### config.mk
export PLATFORM = sky130hd
export DESIGN_NAME = button_debounce
export DESIGN_NICKNAME = d
export VERILOG_FILES = /design/src/rtl/button_pkg.sv /design/src/rtl/button_debounce_channel.sv /design/src/rtl/button_debounce.sv
export SDC_FILE = /design/constraint.sdc
export NUM_CORES = 1
export LEC_CHECK = 0
export BUFFER_PORTS_ARGS = -buffer_cell sky130_fd_sc_hd__buf_4
export CORE_UTILIZATION = 35
export CTS_BUF_LIST = sky130_fd_sc_hd__clkbuf_4 sky130_fd_sc_hd__clkbuf_8 sky130_fd_sc_hd__clkbuf_16
export CTS_CLUSTER_SIZE = 10
export DETAILED_ROUTE_END_ITERATION = 7
export PLACE_DENSITY_LB_ADDON = 0.12
export SLEW_MARGIN = 20
export SYNTH_ARGS = -nofsm -noshare
export SYNTH_HDL_FRONTEND = slang
export SYNTH_SLANG_ARGS = --single-unit
export TNS_END_PERCENT = 10
### constraint.sdc
create_clock -name Clk -period 3.1 [get_ports Clk]
set_clock_uncertainty 0.05 [all_clocks]
set_input_delay 0.155 -clock Clk [delete_from_list [all_inputs] [get_ports Clk]]
set_output_delay 0.155 -clock Clk [all_outputs]
set_load 0.1 [all_outputs]
### src/rtl/button_pkg.sv
// Shared types and helpers for the multi-channel push-button debouncer.
package button_pkg;

    localparam int CLK_FREQ_HZ = 50_000_000;

    typedef enum logic [1:0] {
        RELEASED        = 2'd0,
        CONFIRM_PRESS   = 2'd1,
        PRESSED         = 2'd2,
        CONFIRM_RELEASE = 2'd3
    } debounce_state_t;

    // The counter only has to reach cycles-1, so clog2(cycles) bits are enough.
    function automatic int count_width(input int cycles);
        return (cycles > 2) ? $clog2(cycles) : 1;
    endfunction

endpackage

### src/rtl/button_debounce_channel.sv
// One debounce lane: 2-flop synchronizer, stability counter and press/release FSM.
module debounce_channel
    import button_pkg::*;
#(
    parameter int DEBOUNCE_CYCLES = 500000,
    parameter bit ACTIVE_LOW      = 1'b1
) (
    input  logic clk,
    input  logic rst,
    input  logic button,
    output logic pressed,
    output logic press_pulse,
    output logic release_pulse
);

    localparam int            CW         = count_width(DEBOUNCE_CYCLES);
    localparam logic [CW-1:0] LAST_COUNT = CW'(DEBOUNCE_CYCLES - 1);
    localparam logic [CW-1:0] ONE        = CW'(1);
    localparam logic          IDLE_LEVEL = ACTIVE_LOW;

    logic            sync_meta;
    logic            sync_out;
    logic            sample;
    debounce_state_t state_q;
    debounce_state_t state_d;
    logic [CW-1:0]   count_q;
    logic [CW-1:0]   count_d;
    logic            pressed_d;
    logic            press_pulse_d;
    logic            release_pulse_d;

    // Reset to the idle pin level so deassertion never looks like a press.
    always_ff @(posedge clk or posedge rst) begin
        if (rst) begin
            sync_meta <= IDLE_LEVEL;
            sync_out  <= IDLE_LEVEL;
        end else begin
            sync_meta <= button;
            sync_out  <= sync_meta;
        end
    end

    assign sample = ACTIVE_LOW ? ~sync_out : sync_out;

    always_ff @(posedge clk or posedge rst) begin
        if (rst) begin
            state_q       <= RELEASED;
            count_q       <= '0;
            pressed       <= 1'b0;
            press_pulse   <= 1'b0;
            release_pulse <= 1'b0;
        end else begin
            state_q       <= state_d;
            count_q       <= count_d;
            pressed       <= pressed_d;
            press_pulse   <= press_pulse_d;
            release_pulse <= release_pulse_d;
        end
    end

    // Entering a confirm state counts as the first stable sample.
    always_comb begin
        state_d         = state_q;
        count_d         = count_q;
        pressed_d       = pressed;
        press_pulse_d   = 1'b0;
        release_pulse_d = 1'b0;
        case (state_q)
            RELEASED: begin
                if (sample) begin
                    state_d = CONFIRM_PRESS;
                    count_d = ONE;
                end else begin
                    count_d = '0;
                end
            end
            CONFIRM_PRESS: begin
                if (!sample) begin
                    state_d = RELEASED;
                    count_d = '0;
                end else if (count_q == LAST_COUNT) begin
                    state_d       = PRESSED;
                    count_d       = '0;
                    pressed_d     = 1'b1;
                    press_pulse_d = 1'b1;
                end else begin
                    count_d = count_q + ONE;
                end
            end
            PRESSED: begin
                if (!sample) begin
                    state_d = CONFIRM_RELEASE;
                    count_d = ONE;
                end else begin
                    count_d = '0;
                end
            end
            CONFIRM_RELEASE: begin
                if (sample) begin
                    state_d = PRESSED;
                    count_d = '0;
                end else if (count_q == LAST_COUNT) begin
                    state_d         = RELEASED;
                    count_d         = '0;
                    pressed_d       = 1'b0;
                    release_pulse_d = 1'b1;
                end else begin
                    count_d = count_q + ONE;
                end
            end
            default: begin
                state_d   = RELEASED;
                count_d   = '0;
                pressed_d = 1'b0;
            end
        endcase
    end

endmodule

### src/rtl/button_debounce.sv
// N independent debounce lanes plus per-button toggle registers for LED drive.
module button_debounce
    import button_pkg::*;
#(
    parameter int N               = 4,
    parameter int DEBOUNCE_CYCLES = 500000,
    parameter bit ACTIVE_LOW      = 1'b1
) (
    input  logic         Clk,
    input  logic         Reset,
    input  logic [N:1]   Button,
    output logic [N:1]   Pressed,
    output logic [N:1]   Press_Pulse,
    output logic [N:1]   Release_Pulse,
    output logic [N:1]   Toggle
);

    for (genvar n = 1; n <= N; n++) begin : g_channel
        debounce_channel #(
            .DEBOUNCE_CYCLES (DEBOUNCE_CYCLES),
            .ACTIVE_LOW      (ACTIVE_LOW)
        ) u_channel (
            .clk           (Clk),
            .rst           (Reset),
            .button        (Button[n]),
            .pressed       (Pressed[n]),
            .press_pulse   (Press_Pulse[n]),
            .release_pulse (Release_Pulse[n])
        );
    end

    // Flips the cycle after each registered press strobe; releases are ignored.
    always_ff @(posedge Clk or posedge Reset) begin
        if (Reset) begin
            Toggle <= '0;
        end else begin
            Toggle <= Toggle ^ Press_Pulse;
        end
    end

endmodule
==> flow_summary.toml, run 1 <==
[run_status]
outcome = "completed"

[setup_path]
critical_path.cell_chain = "or4b_1 -> nor4_1 -> a211o_1 -> nor2_1"
endpoint = "g_channel[2].u_channel.count_q[5]$_DFF_PP0_"
timing.critical_path.arrival_ns = 2.63
crit_start = "g_channel[2].u_channel.count_q[7]$_DFF_PP0_"
critical_path.endpoint_type = "register"
timing.rr.end = "g_channel[2].u_channel.count_q[5]$_DFF_PP0_"
regToRegSetupSlack_ns = 0.63
max_stage_delay_ns = 0.62
r2r_cells = 4
rr_startpoint = "g_channel[2].u_channel.count_q[7]$_DFF_PP0_"
required_ns = 3.26
worst-setup-path-type = "register to register"
timing.critical_path.slowest_stage_cell = "sky130_fd_sc_hd__a211o_1"
worstSetupStartpointType = "register"
critical_path_peak_fanout = 18

[cells_and_area]
mostFrequentLayoutCells = "sky130_fd_sc_hd__dfrtp_1 (100), sky130_fd_sc_hd__nor2_1 (61), sky130_fd_sc_hd__xnor2_1 (30), sky130_fd_sc_hd__a21oi_1 (28), sky130_fd_sc_hd__inv_1 (26)"
drive_gt1_frac = 0.114
final_common_cell = "sky130_fd_sc_hd__dfrtp_1"
diodes = 0
num-fill-cells = 1361
design.final.nets = 524
non_filler_cells_in_the_finished_layout = 699
flow.area_growth_from_synthesis_pct = 12.1
final_cell_area_mm2 = 0.00573

[logic_synthesis]
yosys_most_used_dff = "sky130_fd_sc_hd__dfrtp_1"
synth_top_cell_area_share = 0.490
ys.warnings.count = 0
seq_area_frac_synth = 0.531
synthesized_net_count = 513
synthArstFlopShare = 1.00
post-synth-top-area-cell = "sky130_fd_sc_hd__dfrtp_1"
number_of_instances_in_the_synthesized_netlist = 503
count_of_flip_flops_with_a_built_in_enable_after_synthesis = 0
synth.cell_area_mm2 = 0.00511
netlist_top_cells_area = "sky130_fd_sc_hd__dfrtp_1 (49%), sky130_fd_sc_hd__xnor2_1 (5.1%), sky130_fd_sc_hd__nor2_1 (4.5%), sky130_fd_sc_hd__dfstp_2 (4.1%), sky130_fd_sc_hd__xor2_1 (3.4%)"
synth-seq-cells = 108
number_of_distinct_library_cell_variants_in_the_gate_level_netlist_after_synthesis = 45
syn-mean-instance-area_um2 = 10.2

[clock_network]
cts_buffer_depth = 2
number_of_gates_resized_after_cts = 0
post-cts-setup-buffer-count = 0
cts-buffers-inserted = 9
tritoncts = "yes"
ctsRootBufferMaster = "sky130_fd_sc_hd__clkbuf_16"
cts-hold-fix-buffers = 5
clk_pin_slew_ns = 0.07
later_pin_clock_latency_in_the_skew_report_ns = 0.35
clock_sinks = 108
cts-htree-levels = 3

[timing]
layout_worst_path_cycle_share = 0.796
count_of_endpoints_failing_setup_in_the_final_report = 0
timing.hold.ws_ns = 0.306
tns_ns = 0
grt_setup_unrepaired = "false"
achievable-frequency_ghz = 0.405
finalCriticalPeriod_ns = 2.47
relSlewSlack = 0.513
slew_violations = 0
worst_slew_pin_slew_ns = 0.724
finalHoldViolCount = 0

[power_and_ir_drop]
seqPwrFrac = 0.521
total_switching_power_mw = 0.569
vdd_drop_max_uv = 276
power.clock.fraction = 0.449
p_leak_nw = 2.37
power_report.internal_total_mw = 2.20
netSwitchingFraction = 0.205
share_comb_of_total_power = 0.029
power_density_mw_per_mm2 = 483
p_total_mw = 2.77

[die]
core.rowCount = 43
fp.dieArea_mm2 = 0.0151
die_width_um = 123
floorplan.initialDensity = 0.364
floorplan.io_pins = 22
dieHeight_um = 123
core_area_mm2 = 0.0140

[route]
vias = 3549
totalWireLength_um = 9190
firstDrtPassIters = 4
route.detailed.vias_per_inst = 5.08
remaining_drc_errors = 0
route.detailed.wl_per_inst_um = 13.1
drtAntennaViolNets = 0
drt_iter0_markers = 216

[place]
detailed_place.area_mm2 = 0.00535
placedCellCount = 678
portBuffers = 21
place.detailed.hpwl_um = 6220
gpl.final_weighted_congestion = 0.774

[global_route]
initial_antenna_violation_count = 0
grt_max_degree = 62
grt_pass1_wl_um = 16100
final_global_route_overflow_total = 0
first_global_vias = 3455
grt_use_total = 0.139

[run]
cap_violations = 0

[worst_hold_path]
timing.hold.worst.class = "register to register"
-- Yosys cell counts (2+ instances only) --
| cell type | count |
|---|---|
| sky130_fd_sc_hd__dfrtp_1 | 100 |
| sky130_fd_sc_hd__nor2_1 | 61 |
| sky130_fd_sc_hd__xnor2_1 | 30 |
| sky130_fd_sc_hd__a21oi_1 | 28 |
| sky130_fd_sc_hd__inv_1 | 27 |
| sky130_fd_sc_hd__nand2_1 | 25 |
| sky130_fd_sc_hd__nand3_1 | 25 |
| sky130_fd_sc_hd__xor2_1 | 20 |
| sky130_fd_sc_hd__or3_1 | 19 |
| sky130_fd_sc_hd__o21ai_0 | 17 |
| sky130_fd_sc_hd__or4_1 | 14 |
| sky130_fd_sc_hd__buf_4 | 13 |
| sky130_fd_sc_hd__nand4_1 | 12 |
| sky130_fd_sc_hd__nor4_1 | 11 |
| sky130_fd_sc_hd__and3_1 | 9 |
| sky130_fd_sc_hd__nor3_1 | 9 |
| sky130_fd_sc_hd__o31ai_1 | 9 |
| sky130_fd_sc_hd__dfstp_2 | 8 |
| sky130_fd_sc_hd__clkbuf_1 | 7 |
| sky130_fd_sc_hd__a21o_1 | 6 |
| sky130_fd_sc_hd__a211o_1 | 5 |
| sky130_fd_sc_hd__and4_1 | 5 |
| sky130_fd_sc_hd__buf_2 | 5 |
| sky130_fd_sc_hd__ha_1 | 4 |
| sky130_fd_sc_hd__mux2i_1 | 4 |
| sky130_fd_sc_hd__or2_2 | 4 |
| sky130_fd_sc_hd__a21boi_0 | 3 |
| sky130_fd_sc_hd__a21oi_2 | 2 |
| sky130_fd_sc_hd__nand2b_1 | 2 |
| sky130_fd_sc_hd__nand4_4 | 2 |
| sky130_fd_sc_hd__nand4b_1 | 2 |
| sky130_fd_sc_hd__or4_4 | 2 |
-- routing by layer --
layer  global-route usage  wire length, um
met4               0.0541              156
met2                0.220             4160
met3               0.0418              316
met5                    0                0
met1                0.176             4550
-- registers in the layout (all words and copies together) (netlist names), named ones only --
| register | cells |
|---|---|
| g_channel.u_channel.sync_meta | 4 |
| g_channel.u_channel.pressed | 4 |
| g_channel.u_channel.press_pulse | 4 |
| g_channel.u_channel.sync_out | 4 |
| g_channel.u_channel.release_pulse | 4 |
| g_channel.u_channel.state_q | 4 |
| g_channel.u_channel.count_q | 76 |
| Toggle | 4 |
-- power by group through the flow --
stage | sequential, mW | clock [mW] | combinational, mW
2_1_floorplan | 1.47 | 0 | 0.0582
3_3_place_gp | 1.47 | 0 | 0.0805
3_5_place_dp | 1.47 | 0 | 0.0811
4_1_cts | 1.44 | 1.30 | 0.0865
5_1_grt | 1.45 | 1.35 | 0.0976
6_report | 1.44 | 1.24 | 0.0812
-- critical path, delay by kind of cell, from the launching register on --
family	cells	cell delay (ns)
and+or+nand+nor	3	1.24
DFF	1	0.42
AOI/OAI and AO/OA	1	0.62
-- worst min-delay path by stage --
stage / startpoint / endpoint / slack (ns) / cells past startpoint
finish: g_channel[4].u_channel.sync_meta$_DFF_PP1_ / g_channel[4].u_channel.sync_out$_DFF_PP1_ / 0.31 / 0
global route: g_channel[2].u_channel.sync_meta$_DFF_PP1_ / g_channel[2].u_channel.sync_out$_DFF_PP1_ / 0.32 / 0
CTS: g_channel[4].u_channel.sync_meta$_DFF_PP1_ / g_channel[4].u_channel.sync_out$_DFF_PP1_ / 0.31 / 0
detailed placement: Button[4] / g_channel[4].u_channel.sync_meta$_DFF_PP1_ / 0.22 / 1
global placement: Button[4] / g_channel[4].u_channel.sync_meta$_DFF_PP1_ / 0.21 / 1
floorplan: Button[1] / g_channel[1].u_channel.sync_meta$_DFF_PP1_ / 0.11 / 0
-- final cells by class --
class | count | area (um^2) | share of cell area
Timing Repair Buffer | 27 | 228 | 0.0398
Multi-Input combinational cell | 341 | 2130 | 0.372
Clock inverter | 4 | 72.6 | 0.0127
Inverter | 27 | 104 | 0.0181
Clock buffer | 12 | 254 | 0.0444
Tap cell | 180 | 225 | 0.0393
Sequential cell | 108 | 2710 | 0.474
-- through the flow --
stage / utilization / setup slack, ns
final: 0.408 / 0.632
after global routing: 0.408 / 0.450
after CTS: 0.408 / 0.617
after detailed placement: 0.381 / 0.620
after global placement: 0.381 / 0.738
after floorplan: - / 0.0626
-- kinds of logic (layout without fill, tap and decap cells) --
kind of cell,count (synthesis),count (layout),share of synthesized area
AND/OR/NAND/NOR,210,210,0.227
flip-flops,108,108,0.531
AO/OA/AOI/OAI,73,73,0.0872
buffers and inverters,54,70,0.0519
XOR/XNOR,50,50,0.0857
adder cells (fa/ha/maj),4,4,0.00980
multiplexers,4,4,0.00784
No activity file was read; power rests on OpenSTA's default activity.
==> run 2, diff against run 1 <==
--- a/config.mk
+++ b/config.mk
@@ -5,6 +5,7 @@
 export SDC_FILE = /design/constraint.sdc
 export NUM_CORES = 1
 export LEC_CHECK = 0
+export ABC_AREA = 1
 export BUFFER_PORTS_ARGS = -buffer_cell sky130_fd_sc_hd__buf_4
 export CORE_UTILIZATION = 35
 export CTS_BUF_LIST = sky130_fd_sc_hd__clkbuf_4 sky130_fd_sc_hd__clkbuf_8 sky130_fd_sc_hd__clkbuf_16
==> constraint.sdc (replaced) <==
create_clock -name Clk -period 2.3 [get_ports Clk]
set_clock_uncertainty 0.05 [all_clocks]
set_input_delay 0.115 -clock Clk [delete_from_list [all_inputs] [get_ports Clk]]
set_output_delay 0.115 -clock Clk [all_outputs]
set_load 0.1 [all_outputs]
==> run 2 against run 1 <==
- via count up 12%
- global-route usage grew 0.39 points
- final cell count grew 23%
- synthesized cell count increased by 29%
- critical path depth rose by 3
- non-clock buffer count increased by 1
- sequential power grew 40%
- core utilization shrank 0.57 points
- clock power up 33%
- flip-flop and latch count did not move
- worst setup slack worse by 0.10 ns
- largest cell class unchanged
==> flow_summary.toml, run 2 <==
[logic_synthesis]
synth-seq-cells = 108
synth.cell_area_mm2 = 0.00546
netlist_top_cells_count = "sky130_fd_sc_hd__nand2_1 (118), sky130_fd_sc_hd__nor2_1 (113), sky130_fd_sc_hd__dfrtp_1 (100), sky130_fd_sc_hd__inv_1 (73), sky130_fd_sc_hd__nand3_1 (40)"
synth_top_cell_area_share = 0.458
post-synth-top-area-cell = "sky130_fd_sc_hd__dfrtp_1"
yosys_most_used_dff = "sky130_fd_sc_hd__dfrtp_1"
synthArstFlopShare = 1.00
syn-mean-instance-area_um2 = 8.44
seq_area_frac_synth = 0.497
number_of_instances_in_the_synthesized_netlist = 647
ys.warnings.count = 0
number_of_distinct_library_cell_variants_in_the_gate_level_netlist_after_synthesis = 32
synthesized_net_count = 657
netlist_top_cells_area = "sky130_fd_sc_hd__dfrtp_1 (46%), sky130_fd_sc_hd__nand2_1 (8.1%), sky130_fd_sc_hd__nor2_1 (7.8%), sky130_fd_sc_hd__xor2_1 (5.1%), sky130_fd_sc_hd__inv_1 (5.0%)"
most_used_standard_cell_by_instance_count_after_synthesis = "sky130_fd_sc_hd__nand2_1"
count_of_flip_flops_with_a_built_in_enable_after_synthesis = 0

[clock_network]
clock_sinks = 108
clk_pin_slew_ns = 0.07
tritoncts = "yes"
cts-htree-levels = 3
ctsRootBufferMaster = "sky130_fd_sc_hd__clkbuf_16"
later_pin_clock_latency_in_the_skew_report_ns = 0.36
cts-buffers-inserted = 9
cts_buffer_depth = 2
post-cts-setup-buffer-count = 0
number_of_gates_resized_after_cts = 0
cts-hold-fix-buffers = 5

[route]
vias = 3958
totalWireLength_um = 10300
remaining_drc_errors = 0
route.detailed.wl_per_inst_um = 12.0
drtAntennaViolNets = 0
drt_iter0_markers = 282
route.detailed.vias_per_inst = 4.60
firstDrtPassIters = 4

[die]
floorplan.io_pins = 22
floorplan.initialDensity = 0.359
fp.dieArea_mm2 = 0.0161
die_width_um = 127
core_area_mm2 = 0.0152
dieHeight_um = 127
core.rowCount = 45

[setup_path]
required_ns = 2.49
worstSetupStartpointType = "register"
timing.critical_path.arrival_ns = 1.96
critical_path_peak_fanout = 11
worst-setup-path-type = "register to register"
critical_path.endpoint_type = "register"

[timing]
grt_setup_unrepaired = "false"
layout_worst_path_cycle_share = 0.770
tns_ns = 0
finalCriticalPeriod_ns = 1.77
slew_violations = 0
achievable-frequency_ghz = 0.565
relSlewSlack = 0.623
worst_slew_pin_slew_ns = 0.565
count_of_endpoints_failing_setup_in_the_final_report = 0
finalHoldViolCount = 0

[global_route]
final_global_route_overflow_total = 0
grt_pass1_wl_um = 18200
grt_use_total = 0.142
first_global_vias = 3871
initial_antenna_violation_count = 0
grt_max_degree = 109

[run]
cap_violations = 0

[place]
gpl.final_weighted_congestion = 0.831
placedCellCount = 840
portBuffers = 21
place.detailed.hpwl_um = 7170

[cells_and_area]
non_filler_cells_in_the_finished_layout = 861
drive_gt1_frac = 0.144
final_common_cell = "sky130_fd_sc_hd__nand2_1"
mostFrequentLayoutCells = "sky130_fd_sc_hd__nand2_1 (118), sky130_fd_sc_hd__nor2_1 (113), sky130_fd_sc_hd__dfrtp_1 (100), sky130_fd_sc_hd__inv_1 (72), sky130_fd_sc_hd__nand3_1 (40)"
most_flop_heavy_register = "g_channel.u_channel.count_q"
diodes = 0
flow.area_growth_from_synthesis_pct = 12.0
largest_reg_flops = 76
num-fill-cells = 1555
design.final.nets = 678

[power_and_ir_drop]
p_total_mw = 3.97
power_density_mw_per_mm2 = 650
p_leak_nw = 2.67
vdd_drop_max_uv = 360

[worst_hold_path]
timing.hold.worst.class = "register to register"

[run_status]
outcome = "completed"
[run 2: changes by cell type in the layout (fill, tap and decap cells not counted), moves of 11 or more]
cell / before / now
sky130_fd_sc_hd__xor2_1: 20 / 32
sky130_fd_sc_hd__xnor2_1: 30 / 10
sky130_fd_sc_hd__nor2_2: 0 / 14
sky130_fd_sc_hd__or4_1: 14 / 0
sky130_fd_sc_hd__nand2_1: 25 / 118
sky130_fd_sc_hd__or3_1: 19 / 0
sky130_fd_sc_hd__nand3_1: 25 / 40
sky130_fd_sc_hd__nor4_1: 11 / 0
sky130_fd_sc_hd__nor2_1: 61 / 113
sky130_fd_sc_hd__inv_1: 26 / 72
[run 2: final timing paths]
| kind | start | end | slack, ns | cells past startpoint |
|---|---|---|---|---|
| min | g_channel[1].u_channel.sync_meta$_DFF_PP1_ | g_channel[1].u_channel.sync_out$_DFF_PP1_ | 0.31 | 0 |
| max reg2reg | g_channel[4].u_channel.count_q[0]$_DFF_PP0_ | g_channel[4].u_channel.state_q[0]$_DFFE_PP0P_ | 0.53 | 7 |
| min in group asynchronous | Reset | Toggle[4]$_DFF_PP0_ | 0.44 | 4 |
| max | g_channel[4].u_channel.count_q[0]$_DFF_PP0_ | g_channel[4].u_channel.state_q[0]$_DFFE_PP0P_ | 0.53 | 7 |
| min reg2reg | g_channel[1].u_channel.sync_meta$_DFF_PP1_ | g_channel[1].u_channel.sync_out$_DFF_PP1_ | 0.31 | 0 |
| max in group asynchronous | Reset | g_channel[2].u_channel.count_q[8]$_DFF_PP0_ | 1.35 | 4 |
[run 2: where the power goes]
| part | internal (mW) | switching [mW] | total (mW) |
|---|---|---|---|
| Clock | 0.925 | 0.724 | 1.65 |
| Sequential | 1.96 | 0.0500 | 2.01 |
| Combinational | 0.0973 | 0.215 | 0.313 |
[run 2: metrics by stage]
| step | worst slack, ns | hold slack [ns] | utilization | cell area (um^2) |
|---|---|---|---|---|
| floorplan | 0.840 | 0.0695 | - | 5460 |
| global placement | 0.589 | 0.173 | 0.378 | 5750 |
| detailed placement | 0.530 | 0.174 | 0.378 | 5750 |
| CTS | 0.519 | 0.311 | 0.402 | 6110 |
| global route | 0.322 | 0.305 | 0.402 | 6110 |
| finish | 0.530 | 0.308 | 0.402 | 6110 |
[run 2: area by class of cell]
type	instances	area (um^2)	share of cell area
multi-input combinational	440	2310	0.377
tap	188	235	0.0385
sequential	108	2710	0.444
timing repair buffer	28	235	0.0385
clock inverter	4	55.1	0.00901
inverter	81	308	0.0503
clock buffer	12	260	0.0426
[run 2: cell families (layout without fill, tap and decap cells)]
| kind of cell | count (synthesis) | after routing | synth area share |
|---|---|---|---|
| buf+inv | 99 | 125 | 0.0807 |
| compound gates | 39 | 39 | 0.0385 |
| flops | 108 | 108 | 0.497 |
| xor+xnor | 42 | 42 | 0.0674 |
| fa+ha+maj | 4 | 4 | 0.00917 |
| simple gates | 355 | 355 | 0.308 |
[run 2: critical path: stages (launching register included)]
cell and delay, ns:
sky130_fd_sc_hd__dfrtp_1 0.38, sky130_fd_sc_hd__ha_1 0.25, sky130_fd_sc_hd__nand3_2 0.14, sky130_fd_sc_hd__nor2_2 0.15, sky130_fd_sc_hd__nand3_1 0.09, sky130_fd_sc_hd__nand2_1 0.28
sky130_fd_sc_hd__buf_4 0.25, sky130_fd_sc_hd__nand2_1 0.06
[run 2: routing by layer]
| layer | part of all wire | global-route usage | up-vias |
|---|---|---|---|
| met5 | 0 | 0 | - |
| met4 | 0.011 | 0.0427 | 0 |
| met3 | 0.031 | 0.0447 | 8 |
| met2 | 0.44 | 0.217 | 35 |
| met1 | 0.51 | 0.194 | 1849 |
| li1 | - | - | 2066 |
